### src/rtl/rv32_lsu.sv
// rv32_lsu: RV32I load/store unit with alignment checks, req/gnt/rvalid memory handshake and bus timeout
// Ports: clk/rst_n (sync active-low); req_* from execute (req_ready only in IDLE);
// mem_* data-memory handshake (mem_addr word aligned, mem_wdata lane-replicated);
// rsp_valid/rsp_data/rsp_err one-cycle completion to writeback (err 00 ok, 01 misaligned, 10 timeout, 11 illegal).
module rv32_lsu #(
  parameter int unsigned TIMEOUT_CYCLES = 16
) (
  input  logic        clk,
  input  logic        rst_n,
  input  logic        req_valid,
  output logic        req_ready,
  input  logic        req_is_store,
  input  logic [2:0]  req_funct3,
  input  logic [31:0] req_addr,
  input  logic [31:0] req_wdata,
  output logic        mem_req,
  output logic        mem_we,
  output logic [3:0]  mem_be,
  output logic [31:0] mem_addr,
  output logic [31:0] mem_wdata,
  input  logic        mem_gnt,
  input  logic        mem_rvalid,
  input  logic [31:0] mem_rdata,
  output logic        rsp_valid,
  output logic [31:0] rsp_data,
  output logic [1:0]  rsp_err
);
  typedef enum logic [1:0] {IDLE, REQ, WAIT, RESP} state_t;
  state_t state, nxt;
  logic        is_store;
  logic [2:0]  f3;
  logic [31:0] addr, wdata, cnt, sh, ext, ndata;
  logic [1:0]  nerr;
  logic        ill, mis, tmo;
  assign ill = (req_funct3[1:0] == 2'b11) || (req_funct3 == 3'b110) || (req_is_store && req_funct3[2]);
  assign mis = (req_funct3[1:0] == 2'b01 && req_addr[0]) || (req_funct3[1:0] == 2'b10 && req_addr[1:0] != 2'b00);
  // expiry is flagged in the last allowed cycle so gnt/rvalid in that same cycle still wins
  assign tmo = (TIMEOUT_CYCLES != 0) && (cnt == TIMEOUT_CYCLES - 1);
  assign sh  = mem_rdata >> {addr[1:0], 3'b000};
  assign ext = f3[1:0] == 2'b00 ? {{24{~f3[2] & sh[7]}}, sh[7:0]} :
               f3[1:0] == 2'b01 ? {{16{~f3[2] & sh[15]}}, sh[15:0]} : mem_rdata;
  assign req_ready = state == IDLE;
  assign mem_req   = state == REQ;
  assign mem_we    = mem_req && is_store;
  assign mem_addr  = mem_req ? {addr[31:2], 2'b00} : 32'h0;
  assign mem_be    = !mem_req ? 4'b0000 :
                     f3[1:0] == 2'b00 ? 4'b0001 << addr[1:0] :
                     f3[1:0] == 2'b01 ? 4'b0011 << addr[1:0] : 4'b1111;
  assign mem_wdata = !mem_we ? 32'h0 :
                     f3[1:0] == 2'b00 ? {4{wdata[7:0]}} :
                     f3[1:0] == 2'b01 ? {2{wdata[15:0]}} : wdata;
  assign rsp_valid = state == RESP;
  always_comb begin
    nxt   = state;
    nerr  = 2'b00;
    ndata = 32'h0;
    case (state)
      IDLE: if (req_valid) begin
        nxt  = (ill || mis) ? RESP : REQ;
        nerr = ill ? 2'b11 : mis ? 2'b01 : 2'b00;
      end
      REQ: if (mem_gnt) nxt = is_store ? RESP : WAIT;
        else if (tmo) begin
          nxt  = RESP;
          nerr = 2'b10;
        end
      WAIT: if (mem_rvalid) begin
        nxt   = RESP;
        ndata = ext;
      end else if (tmo) begin
        nxt  = RESP;
        nerr = 2'b10;
      end
      default: nxt = IDLE;
    endcase
  end
  always_ff @(posedge clk) begin
    if (!rst_n) begin
      state    <= IDLE;
      cnt      <= 32'h0;
      is_store <= 1'b0;
      f3       <= 3'b000;
      addr     <= 32'h0;
      wdata    <= 32'h0;
      rsp_data <= 32'h0;
      rsp_err  <= 2'b00;
    end else begin
      state    <= nxt;
      cnt      <= (state != nxt) ? 32'h0 : cnt + 32'd1;
      rsp_data <= ndata;
      rsp_err  <= nerr;
      if (state == IDLE && req_valid) begin
        is_store <= req_is_store;
        f3       <= req_funct3;
        addr     <= req_addr;
        wdata    <= req_wdata;
      end
    end
  end
endmodule

### config.mk
export PLATFORM = sky130hd
export DESIGN_NAME = rv32_lsu
export DESIGN_NICKNAME = d
export VERILOG_FILES = /design/src/rtl/rv32_lsu.sv
export SDC_FILE = /design/constraint.sdc
export NUM_CORES = 1
export LEC_CHECK = 0
export ABC_AREA = 0
export CELL_PAD_IN_SITES_DETAIL_PLACEMENT = 1
export CELL_PAD_IN_SITES_GLOBAL_PLACEMENT = 2
export CORE_MARGIN = 4
export CORE_UTILIZATION = 28
export CTS_BUF_LIST = sky130_fd_sc_hd__clkbuf_8
export CTS_CLUSTER_SIZE = 28
export DETAILED_ROUTE_END_ITERATION = 10
export GPL_ROUTABILITY_DRIVEN = 0
export PLACE_DENSITY_LB_ADDON = 0.1
export REMOVE_ABC_BUFFERS = 1
export SLEW_MARGIN = 20
export SYNTH_ARGS = -nofsm -noshare
export SYNTH_HDL_FRONTEND = slang
export SYNTH_SLANG_ARGS = --single-unit
### constraint.sdc
create_clock -name clk -period 2.89 [get_ports clk]
set_input_delay 0.4335 -clock clk [delete_from_list [all_inputs] [get_ports clk]]
set_output_delay 0.4335 -clock clk [all_outputs]
set_load 0.1 [all_outputs]
Yosys cells after proc, flatten, opt, wreduce, memory -nomap -nowiden
Index checks and enable logic that the tools add are counted.
Widths: inputs -> output; s select.
{ "op_classes": {"reduce_logical": 14, "addsub": 1, "n_bitwise": 4, "mux": 23, "n_shift": 3, "eq_ne": 10} }
{ "op_table": {"columns": ["op", "count"], "rows": [
  ["$mux 32", 6],
  ["$add 32x1->32 const B", 1],
  ["$eq 32x4->1 const B", 1],
  ["$shr 32x5->16", 1],
  ["$mux 2", 10],
  ["$mux 4", 3],
  ["$pmux 2 s3", 2],
  ["$eq 2x2->1 const B", 4],
  ["$eq 2x1->1 const B", 3],
  ["$logic_and 1x1->1", 5],
  ["$logic_not 2->1", 2],
  ["$logic_or 1x1->1", 4],
  ["$shl 1x2->4 const A", 1],
  ["$shl 2x2->4 const A", 1],
  ["$eq 3x3->1 const B", 1],
  ["$reduce_and 3->1", 1],
  ["$and 1x1->1", 2],
  ["$mux 1", 2],
  ["$ne 2x2->1", 1],
  ["$not 1->1", 2],
  ["$reduce_bool 2->1", 1],
  ["$reduce_or 2->1", 1]
]} }
{ "word_totals": {"word_cells": 63, "regBits": 136} }

Logic depth before layout (Yosys ltp)
Gate-level depths: netlist of the first run.
{ "logic_depth": {"depth_word": 9, "ltp_mapped": 7} }

Worst setup path after synthesis of the first run
Ideal clock, no wire load.
{ "synth_path": {"path_kind": "flip-flop to output port", "from": "reg state[1]", "to": "out mem_addr[23]", "path_buffers": 1, "t_arrival_ns": 2.544, "path_slack_ns": -0.087, "stages_incl_launch_ff": 5, "cell_sequence": "dfxtp_1 -> nand2b_1 -> inv_1 -> clkbuf_1 -> and2_1"} }
{ "synth_via": {"elab_chain_len": 2} }
{ "synth_lines": {"columns": ["element", "line", "source"], "rows": [
  ["from (decl)", "29", "state_t state, nxt;"],
  ["from (signal assigned)", "88", "state <= nxt;"],
  ["$eq 2x1->1", "43", "assign mem_req = state == REQ;"],
  ["net mem_req", "16", "output logic mem_req,"],
  ["$mux 32", "45", "assign mem_addr = mem_req ? {addr[31:2], 2'b00} : 32'h0;"],
  ["to (decl)", "19", "output logic [31:0] mem_addr,"]
]} }
The timed path passes the listed nets, and every way through them passes these cells.

Final worst setup path of the first run
{ "layout_path": {"from": "reg f3[1]", "to": "out mem_be[0]"} }
{ "layout_via": {"elab_chain_len": 4, "word_cells_on_any_way": 5, "cone_classes": "1 x eq/ne; 3 x mux; 1 x reduce/logical"} }
{ "layout_lines": {"columns": ["element", "line", "source"], "rows": [
  ["from (decl)", "31", "logic [2:0] f3;"],
  ["from (signal assigned)", "94", "f3 <= req_funct3;"],
  ["$eq 2x1->1", "48", "f3[1:0] == 2'b01 ? 4'b0011 << addr[1:0] : 4'b1111;"],
  ["$mux 4", "48", null],
  ["$mux 4 (*)", "47", "f3[1:0] == 2'b00 ? 4'b0001 << addr[1:0] :"],
  ["$mux 4 (*)", "46", "assign mem_be = !mem_req ? 4'b0000 :"],
  ["to (decl)", "18", "output logic [3:0] mem_be,"]
]} }
Every way passes the cells marked *; elsewhere a longest branch is shown, timed or not.

==> flow_results.org, run 1 <==
** Outcome
- The run finished with clean final reports.

** Hold path
- Worst Hold Depth :: 2
- Worst min path class :: reg2reg
- The worst hold path terminates at addr[3].
- Hold Crit Start :: addr[3]

** Placed design
- Once detailed placement completed, the half-perimeter wirelength came to 15.2 mm.
- Port buffering added 208 buffers.
- At the placement stage, the worst setup path has a slack of 0.662 ns.
- Placed instance area :: 9160 µm²

** Critical path
- In this run the critical register-to-register path is captured at rsp_data[31].
- Worst Setup SP :: f3[1]
- The worst setup path is captured at a primary output.
- R2R setup slack :: 0.70 ns
- Number of cell instances on the worst register-to-register path :: 6
- For the worst setup path, the data arrival time is 2.26 ns.
- Kind of launch point of the worst setup path :: flip-flop
- In this run the worst path has a maximum fanout of 39.
- Worst setup path category :: reg2out
- At the worst endpoint, the required time is 2.46 ns.
- The startpoint identified for the worst register-to-register timing path is f3[1].

** Floorplan
- Measured along the x axis, the die boundary spans 157 µm.
- Core area :: 21800 µm²
- Top-level I/O count :: 211
- Once the floorplan was initialized, standard cells occupied 28.5% of the core.
- Floorplan die height :: 157 µm
- Row generation in the floorplan step produced 54 rows.
- The die covers 24700 µm².

** Clock network
- Number of buffers inserted for hold repair after clock tree synthesis :: 0
- Number of buffers added for setup after CTS :: 0
- Number of buffers between clock root and the deepest sink :: 2
- Clock-pin slew of the registers on the worst-case setup and hold paths :: 0.09 ns
- The cell sitting at the root of the clock tree is a sky130_fd_sc_hd__clkbuf_8.
- TritonCTS Buffers :: 17
- H-tree levels :: 4
- The later pin in the worst-skew pair is clocked with a latency of 0.45 ns.
- Post-cts gate resize count :: 0
- TritonCTS built the clock tree.
- Clock net sink count :: 136

** Timing
- The worst path in the final design needs a cycle of 2.69 ns, including I/O delays and setup.
- Between clock sinks in the finished design, the worst skew comes to 0.0210 ns.
- Relative max-transition margin :: 45.3%
- Unrepaired setup endpoints after global routing :: no
- Timing would allow up to 0.371 GHz.
- The max-slew violation count came to 0.
- After layout, the worst path uses 93.2% of the clock period.
- Setup slack on the critical path of the routed design comes to 0.195 ns.
- On the final layout, the worst hold slack is 0.452 ns.
- At the pin with the least slew margin, the transition time is 0.820 ns.
- Number of hold violations in the final report :: 0
- Setup violations remaining at the end of the flow were counted as 0.

** Logic synthesis
- Among all flip-flop cells after synthesis, the most frequent one is sky130_fd_sc_hd__dfxtp_1.
- Area contributors post-synth :: sky130_fd_sc_hd__dfxtp_1 44%, sky130_fd_sc_hd__nand2_1 12%, sky130_fd_sc_hd__a21oi_1 9.5%, sky130_fd_sc_hd__nor2_1 4.5%, sky130_fd_sc_hd__and2_1 3.4%
- Post-synthesis sequential element count :: 136
- After synthesis, the largest area contributor takes up 43.7% of total cell area.
- A synthesized cell averages 7.75 µm².
- Most used standard cells in the synthesized netlist :: 200 x sky130_fd_sc_hd__nand2_1, 136 x sky130_fd_sc_hd__dfxtp_1, 118 x sky130_fd_sc_hd__a21oi_1
- sky130_fd_sc_hd__dfxtp_1 takes more of the synthesized area than any other cell.
- Counting flops with a built-in enable in the synthesized netlist gives 0.
- Most used standard cell by instance count after synthesis :: sky130_fd_sc_hd__nand2_1
- Post-Syn Area :: 6220 µm²
- Sequential cells were found to cover 43.7% of the synthesized design area.
- Count of cell types in the netlist :: 49
- In the synthesized netlist the async set-or-reset flop fraction comes to 0%.
- Yosys printed 0 warnings.
- Gate Count Post-Synth :: 803

** Power and ir drop
- Pwr/cell area :: 517 nW/µm²
- P_sw :: 1.70 mW
- Of the total power, the clock network draws 33.8%.
- Across the VDD grid, the largest voltage drop is 0.306 mV.
- Overall power :: 4.95 mW
- Sequential cells account for 41.5% of the total power.
- Of the total power, the share spent switching nets is 34.3%.
- The internal power of the cells totals 3.26 mW.
- Total leakage power :: 3.63 nW
- Combinational fraction of design power :: 24.7%

** Detailed routing
- The first routing iteration left 291 violations.
- # DRC :: 0
- ANT nets after route :: 0
- Drt first pass iters :: 4
- Via Count :: 6154
- DRT Wirelength :: 21.8 mm
- Number of vias per cell after detailed routing :: 4.79
- Average detailed-routed wire length per instance :: 17.0 µm

** Global route
- GRT met3 Usage :: 5.33%
- First-pass GRT wire length :: 34.2 mm
- GRT met1 Usage :: 21.7%
- Overall overflow remaining after global route :: 0
- Initial antenna violation count :: 4
- For met2 alone, demand over resource in global routing was 29.6%.
- Top Usage Layer GRT :: met2
- Largest net degree at the start of global routing :: 71
- The via count of the first global-routing pass came to 6141.
- Total GRT Usage :: 17.5%

** Layout
- The sequential cells in the finished layout cover a total of 2720 µm².
- Area Overhead vs Synth :: 53.8%
- The multi-input combinational cells in the finished layout cover a total of 3240 µm².
- Total Nets Final :: 1101
- Fraction of layout cells with a size suffix above 1 :: 17.4%
- Summing all non-filler instances in the final layout gives an area of 9570 µm².
- Count of filler cells inserted in the layout :: 2571

** Flow run
- Total of max-cap violations :: 0
## logic make-up after synthesis
family,share of synthesized area (%)
and+or+nand+nor,28.4
AOI/OAI and AO/OA,14.8
DFF,43.7
buffers and inverters,4.38
xor gates and xnor gates,4.22
muxes,3.38
adders and majority gates,1.01
other,0.0602
## sequential cells by signal, summed over array words and instances (netlist names)
name	flops
addr	32
cnt	32
f3	3
is_store	1
rsp_data	32
rsp_err	2
state	2
wdata	32
## worst max path at each step
stage | cells after the start | slack [ns] | end
2_1_floorplan | 4 | -1.42 | mem_wdata[10]
3_3_place_gp | 4 | 0.65 | mem_be[0]
3_5_place_dp | 4 | 0.66 | mem_be[0]
4_1_cts | 4 | 0.17 | mem_be[0]
5_1_grt | 6 | 0.03 | mem_wdata[29]
6_report | 4 | 0.20 | mem_be[0]
## worst max-delay path, stage by stage, from the launching register on
cell	delay [ns]
sky130_fd_sc_hd__dfxtp_2	0.64
sky130_fd_sc_hd__buf_4	0.50
sky130_fd_sc_hd__nor2_1	0.10
sky130_fd_sc_hd__nor2_1	0.33
sky130_fd_sc_hd__buf_12	0.23
## placed cells by master (no fill, tap or decap), drive strengths merged, types with 5 or more instances in the layout
| cell | n |
|---|---|
| xnor2 | 7 |
| inv | 11 |
| ha | 5 |
| dfxtp | 136 |
| buf | 118 |
| nand2b | 5 |
| clkdlybuf4s50 | 104 |
| and3 | 11 |
| o221a | 8 |
| nor2b | 5 |
| a22o | 6 |
| nand2 | 200 |
| mux2i | 21 |
| xor2 | 23 |
| a21oi | 118 |
| and2 | 34 |
| clkinv | 7 |
| nand3 | 17 |
| clkbuf | 17 |
| nor4 | 9 |
| nand4 | 13 |
| a31oi | 9 |
| nor2 | 80 |
| o21ai | 11 |
## power groups by stage
stage               Combinational, mW  Sequential (mW)  Clock, mW
finish                           1.23             2.06       1.67
global route                     1.33             2.07       1.82
CTS                              1.25             2.06       1.74
detailed placement               1.24             2.10          0
global placement                 1.24             2.10          0
floorplan                       0.603             2.20          0
## final cells by class
class                           instances  share of cell area [%]
Antenna cell                            3                  0.0784
Sequential cell                       136                    28.5
Tap cell                              280                    3.66
Timing Repair Buffer                  222                    29.4
Inverter                                9                   0.353
Multi-Input combinational cell        605                    33.8
Clock buffer                           17                    2.44
Clock inverter                         14                    1.80
## per-stage QoR
step / utilization [%] / TNS (ns) / std cells
global route: 43.9 / 0 / 1286
floorplan: - / -79.97 / 750
global placement: 42.0 / 0 / 1252
CTS: 43.8 / 0 / 1283
detailed placement: 42.0 / 0 / 1252
finish: 43.9 / 0 / 1286
## metal layers
metal | up-vias | routed length (µm)
li1 | 3072 | -
met1 | 2903 | 9320
met2 | 149 | 10700
met3 | 28 | 1530
met4 | 2 | 291
met5 | - | 13
Power figures use the tool's default switching activity.
==> run 2, diff against run 1 <==
--- a/config.mk
+++ b/config.mk
@@ -20,3 +20,4 @@
 export SYNTH_ARGS = -nofsm -noshare
 export SYNTH_HDL_FRONTEND = slang
 export SYNTH_SLANG_ARGS = --single-unit
+export TNS_END_PERCENT = 50
==> results of run 2 <==
Final layout, timing and power as in run 1 (identical DEF).
==> run 3, diff against run 2 <==
--- a/config.mk
+++ b/config.mk
@@ -9,7 +9,7 @@
 export CELL_PAD_IN_SITES_DETAIL_PLACEMENT = 1
 export CELL_PAD_IN_SITES_GLOBAL_PLACEMENT = 2
 export CORE_MARGIN = 4
-export CORE_UTILIZATION = 28
+export CORE_UTILIZATION = 23
 export CTS_BUF_LIST = sky130_fd_sc_hd__clkbuf_8
 export CTS_CLUSTER_SIZE = 28
 export DETAILED_ROUTE_END_ITERATION = 10
==> constraint.sdc (replaced) <==
create_clock -name clk -period 2.4 [get_ports clk]
set_input_delay 0.36 -clock clk [delete_from_list [all_inputs] [get_ports clk]]
set_output_delay 0.36 -clock clk [all_outputs]
set_load 0.1 [all_outputs]
==> flow_results.org, run 3 (synthesis gave the netlist of run 1 again) <==
** Placed design
- The total placed instance area came to 9380 µm² (+2.4%).
- DPL Wire Length :: 16.7 mm (+10%)
- I/O Buffers :: 208 (unchanged)

** Layout
- Leading cell type in the layout, fill and taps excluded :: sky130_fd_sc_hd__nand2_1
- In the layout the commonest cells are 199 x sky130_fd_sc_hd__nand2_1, 134 x sky130_fd_sc_hd__dfxtp_1, 114 x sky130_fd_sc_hd__a21oi_1, 104 x sky130_fd_sc_hd__clkdlybuf4s50_1.
- Relative to the synthesized area, the layout overhead comes to 57.5%.
- Total Nets Final :: 1116 (+1.4%)
- The final standard cell area without fillers is 9810 µm² (+2.4%).
- Fraction of layout cells with a size suffix above 1 :: 19.3% (+1.8 points)

** Clock network
- H-tree levels :: 4 (unchanged)
- The maximum clock insertion buffer count is 2 (unchanged).
- TritonCTS built the clock tree.
- TritonCTS Buffers :: 17 (unchanged)
- Insertion delay to the later sink of the worst-skew pair :: 0.45 ns (about the same)
- The count of hold-fix buffers inserted at cts was 0 (unchanged).
- Post-cts gate resize count :: 4 (+4)
- Number of buffers added for setup after CTS :: 0 (unchanged)
- Clock root buffer :: sky130_fd_sc_hd__clkbuf_8
- The clock-pin slew of the registers on the worst-case setup and hold paths came to 0.09 ns (about the same).
- Clock net sink count :: 136 (unchanged)

** Power and ir drop
- Overall power :: 5.98 mW (+21%)
- Pwr/cell area :: 609 nW/µm² (+18%)
- The worst-case vdd ir drop was 0.333 mV (+9.0%).
- The clock share of power was 32.4% (-1.4 points).
- The combinational share of power came to 26.2% (+1.5 points).
- The switching power came to 2.07 mW (+22%).
- Part of the power in registers :: 41.4% (about the same)
- The static leakage power came to 3.71 nW (+2.1%).
- Int Power :: 3.91 mW (+20%)
- The switching power as a share of total power came to 34.6% (+0.38 points).

** Detailed routing
- The total routed wire length on the met1 layer was 10.6 mm (+14%).
- ANT nets after route :: 0 (unchanged)
- WL met2 :: 10.7 mm (-0.15%)
- The post-detailed-route wirelength per cell came to 17.1 µm (+0.63%).
- The via-per-instance ratio was 4.56 (-4.8%).
- Via Count :: 6173 (+0.31%)
- Drt first pass iters :: 6 (+2)
- The total DRC errors in the routed layout is 0 (unchanged).
- Detailed Route Iter0 Violations :: 281 (-3.4%)
- The routed wire length on met3 was 1.49 mm (-3.0%).
- In this run the top signal layer used is met4.
- The final wirelength is 23.1 mm (+6.0%).

** Critical path
- The highest fanout seen on the critical path is 8 (-79%).
- The worst setup path is launched from a flip-flop.
- Required time of the worst setup path :: 2.04 ns (-0.42 ns)
- The critical path is of the reg2out type.
- The arrival time of the worst setup path came to 1.92 ns (-0.34 ns).
- The worst setup path is captured at a primary output.

** Global route
- The overall global routing resource usage came to 15.6% (-1.9 points).
- The global-route wire length before repair came to 37.5 mm (+9.8%).
- Via count of the first global-routing pass :: 6627 (+7.9%)
- Initial antenna violation count :: 2 (-2)
- The pin count of the biggest net entering global routing is 44 (-38%).
- The total congestion overflow after global routing is 0 (unchanged).

** Timing
- The final setup violation count is 0 (unchanged).
- Worst Clk Skew :: 0.0216 ns (+0.000593 ns)
- Relative max-transition margin :: 51.0% (+5.7 points)
- The transition at the pin with the smallest max-transition slack was 0.733 ns (-0.0876 ns).
- Final Slew Violations :: 0 (unchanged)
- Fmax :: 0.439 GHz
- The number of failing hold endpoints at the final stage was 0 (unchanged).
- Setup repair after global routing could not meet its margin everywhere.
- Hold Worst Slack :: 0.452 ns (+0.0000530 ns)
- After layout, the worst path uses 95.0% of the clock period.
- Subtracting the final worst setup slack from the clock period gives 2.28 ns.

** Floorplan
- Top-level I/O count :: 211 (unchanged)
- The horizontal die dimension is 173 µm (+9.8%).
- The initial core utilization came to 23.6% (-4.9 points).
- Core Rows :: 59 (+9.3%)
- The area of the core region came to 26400 µm² (+21%).
- Floorplan die height :: 173 µm (+9.8%)
- The area of the die is 29800 µm² (+21%).

** Flow run
- The max-cap check violation count was 0 (unchanged).

** Hold path
- In this run the worst hold path is classified as reg2reg.

** Outcome
- The flow ran to the end, and the final reports show no timing, DRC or antenna violations.
[run 3: worst max-delay path: stages, from the launching register on]
cell,delay (ns)
sky130_fd_sc_hd__dfxtp_1,0.50
sky130_fd_sc_hd__inv_1,0.20
sky130_fd_sc_hd__ha_1,0.32
sky130_fd_sc_hd__o22ai_1,0.06
sky130_fd_sc_hd__nor2_1,0.19
sky130_fd_sc_hd__buf_12,0.21
[run 3: power by group through the flow]
stage	Combinational, mW	Clock (mW)	Sequential (mW)
global route	1.70	2.14	2.50
detailed placement	1.58	0	2.53
global placement	1.58	0	2.53
finish	1.56	1.94	2.47
CTS	1.59	2.05	2.48
floorplan	0.726	0	2.65
[run 3: through the flow]
step | setup WS, ns | TNS, ns | cells | utilization (%)
floorplan | -1.84 | -144.08 | 750 | -
global placement | 0.278 | 0 | 1322 | 35.6
detailed placement | 0.197 | 0 | 1322 | 35.6
CTS | 0.0578 | 0 | 1353 | 37.1
global route | -0.000584 | -0.000584 | 1355 | 37.2
finish | 0.120 | 0 | 1355 | 37.2
[run 3: area by class of cell]
type	count	area (µm²)
Clock inverter	13	144
Inverter	9	33.8
Timing Repair Buffer	237	2970
Antenna cell	2	5.00
Fill cell	3088	16500
Tap cell	335	419
Multi-Input combinational cell	605	3260
Clock buffer	18	248
Sequential cell	136	2730
[run 3: worst paths after layout]
kind	startpoint	to	slack (ns)	depth (start not counted)
setup / recovery	addr[0]	mem_be[2]	0.12	5
hold / removal	addr[11]	addr[11]	0.45	2
setup reg to reg	f3[1]	rsp_data[22]	0.33	5
hold reg to reg	addr[11]	addr[11]	0.45	2
[run 3: per-layer routing]
layer / vias up / GRT usage [%]
met3: 16 / 4.89
met1: 2914 / 20.2
li1: 3090 / -
met4: 0 / 4.19
met5: - / 0
met2: 153 / 25.3
==> edit (settings of run 1) <==
The output `rsp_err` loses its register stage (`rsp_err` becomes a continuous assignment). Comments in the files are not updated.
--- a/src/rtl/rv32_lsu.sv
+++ b/src/rtl/rv32_lsu.sv
@@ -83,12 +83,10 @@
       addr     <= 32'h0;
       wdata    <= 32'h0;
       rsp_data <= 32'h0;
-      rsp_err  <= 2'b00;
     end else begin
       state    <= nxt;
       cnt      <= (state != nxt) ? 32'h0 : cnt + 32'd1;
       rsp_data <= ndata;
-      rsp_err  <= nerr;
       if (state == IDLE && req_valid) begin
         is_store <= req_is_store;
         f3       <= req_funct3;
@@ -97,5 +95,7 @@
       end
     end
   end
+
+  assign rsp_err = nerr;
 endmodule
 
Behaviour: not the same (Yosys sat finds a counterexample within 4 cycles, from zero or initial values and one cycle with rst_n low).
==> edit against run 1 <==
  * Worst setup slack better by 33 ps
  * Wire length is 3.9% higher
  * Register-to-register slack worse by 350 ps
  * Count of clock-buffer cells in the layout is 1 higher
  * Via count is 3.5% higher
  * Area after synthesis is 1.7% higher
  * Total power is 2.2% higher
  * Sequential cell count is 2 lower
  * Final area is 1.1% higher
  * Critical path type unchanged
  * Largest cell class unchanged
==> edit: results (changes against run 1) <==
Power
The leakage dissipation is 3.55 nW (-2.1%). The worst ir drop on vdd was 301 µV (-1.5%).

Hold path
The hold-critical path depth was 2 (unchanged). For hold timing, the worst endpoint is addr[20]. The worst hold path belongs to the class flop to flop.

The worst hold path begins at addr[20].

Detailed routing
The length of the first detailed-routing pass in iterations is 6 (+2). The total wirelength of the detailed-routed design is 22700 µm (+3.9%). The number of DRC markers in iteration 0 is 227 (-22%). The detailed-route via count was 6372 (+3.5%).

Yosys
The multiplexer share of the synthesized area is 3.38% (about the same). The most used flip-flop cell after synthesis is sky130_fd_sc_hd__dfxtp_1. The proportion of register bits with asynchronous set or reset after synthesis was 0% (unchanged). Yosys attributes the largest share of cell area to sky130_fd_sc_hd__dfxtp_1, sky130_fd_sc_hd__nand2_1, sky130_fd_sc_hd__a21oi_1.

The share of the synthesized netlist area taken by xor and xnor gates is 1.52% (-2.7 points). The adder and majority cell fraction of the synthesized area is 0.988% (-0.017 points). The post-synthesis compound-gate area fraction is 18.9% (+4.0 points).

The portion of the post-synthesis area used by sequential elements is 42.4% (-1.4 points). The Yosys warning count is 0 (unchanged). The commonest cells after synthesis are sky130_fd_sc_hd__nand2_1, sky130_fd_sc_hd__a21oi_1, sky130_fd_sc_hd__dfxtp_1. The distinct cell type count of the synthesized netlist is 55 (+12%).

Global routing
The number of antenna violations at the first check in global routing is 0 (-4). The global-route wire length before repair came to 35200 µm (+2.9%). The largest net degree at the start of global routing is 72 (+1.4%). The global-route usage over all layers is 17.8% (+0.27 points).

Setup path
The startpoint of the most critical register-to-register path is cnt[0]. The reg2reg setup slack came to 350 ps (-350 ps). The slowest stage of the critical path is the sky130_fd_sc_hd__dfxtp_1 cell.

The depth of the worst register-to-register path is 6 (unchanged). The biggest cell delay along the critical path is 660 ps (+20 ps). Grouping stages by cell kind, the critical path spends the most delay in flip-flops. The destination of the worst register-to-register timing path is cnt[13].

The arrival time of data at the critical path endpoint is 2230 ps (-30 ps). The peak fanout along the critical path is 18 (-54%). The most critical setup path has its startpoint at f3[0].

The end of the critical path is mem_wdata[12].

STA
The minimum period implied by the final worst setup slack is 2660 ps (-32.7 ps). The slew of the pin with the lowest slew margin is 982 ps (+161 ps). The largest clock skew in the final design is 17.9 ps (-3.10 ps).

Clock network
The clock edge transition at the registers on the reported setup and hold paths is about 80 ps. The number of clock buffers inserted by TritonCTS came to 17 (unchanged). The maximum root-to-sink buffer count is 2 (unchanged).

The number of H-tree branching levels is 4 (unchanged).

Finish
The fill cell total of the finished layout was 2541 (-1.2%). The antenna cell count came to 0 (-3). The number of nets in the layout was 1108 (+0.64%).

The proportion of layout cells with a drive suffix above 1 is 17.7% (+0.26 points).

Placed design
The worst setup slack after placement came to 287 ps (-375 ps). The detailed-placement wirelength estimate was 15600 µm (+2.6%). The number of port buffers is 208 (unchanged).

Outcome
The flow ran to the end, and the final reports show no timing, DRC or antenna violations.
## edit: cell types whose count changed in the layout (fill, tap and decap cells not counted), moves of 8 or more
cell                       delta
sky130_fd_sc_hd__nand2b_1     +8
sky130_fd_sc_hd__nand3_1      -9
sky130_fd_sc_hd__or4_1       +11
sky130_fd_sc_hd__xor2_1      -15
sky130_fd_sc_hd__o31ai_1     +11
sky130_fd_sc_hd__nand2_1     -15
sky130_fd_sc_hd__nor2_1      -21
sky130_fd_sc_hd__a21oi_1     +18
## edit: per-stage QoR
| stage | cell area, µm² | hold slack [ps] | power [mW] | std cells |
|---|---|---|---|---|
| final | 9680 | 451 | 5.06 | 1291 |
| after detailed placement | 9270 | 444 | 3.49 | 1259 |
| after CTS | 9670 | 456 | 5.15 | 1291 |
| after floorplan | 6040 | 426 | 2.91 | 750 |
| after global placement | 9270 | 439 | 3.48 | 1259 |
| after global routing | 9680 | 479 | 5.33 | 1291 |
## edit: power breakdown
part	internal, mW	switching, mW
combinational	0.476	0.907
sequential	1.96	0.0859
clock	0.796	0.835
## edit: area by class of cell
| cell class | count | area (µm²) | share of cell area [%] |
|---|---|---|---|
| multi-input cells | 606 | 3340 | 34.5 |
| repair buffers | 229 | 2870 | 29.7 |
| flip-flops and latches | 134 | 2680 | 27.7 |
| well taps | 280 | 350 | 3.62 |
| clock buffers | 18 | 248 | 2.56 |
| clock inverters | 14 | 148 | 1.53 |
| inverters | 10 | 37.5 | 0.388 |
## edit: per-layer routing
layer  vias to the layer above  share of wire, %  track usage, %
met4                         0               1.3            4.87
met5                         -                 0               0
li1                       3172                 -               -
met3                        18               6.0            5.00
met1                      3054                47            23.8
met2                       128                46            28.2
## edit: timing repair
item | CTS | global route
endpoints found under the setup margin | 0 | 2
buffers inserted | 0 | 0
gates resized for setup | 0 | 2
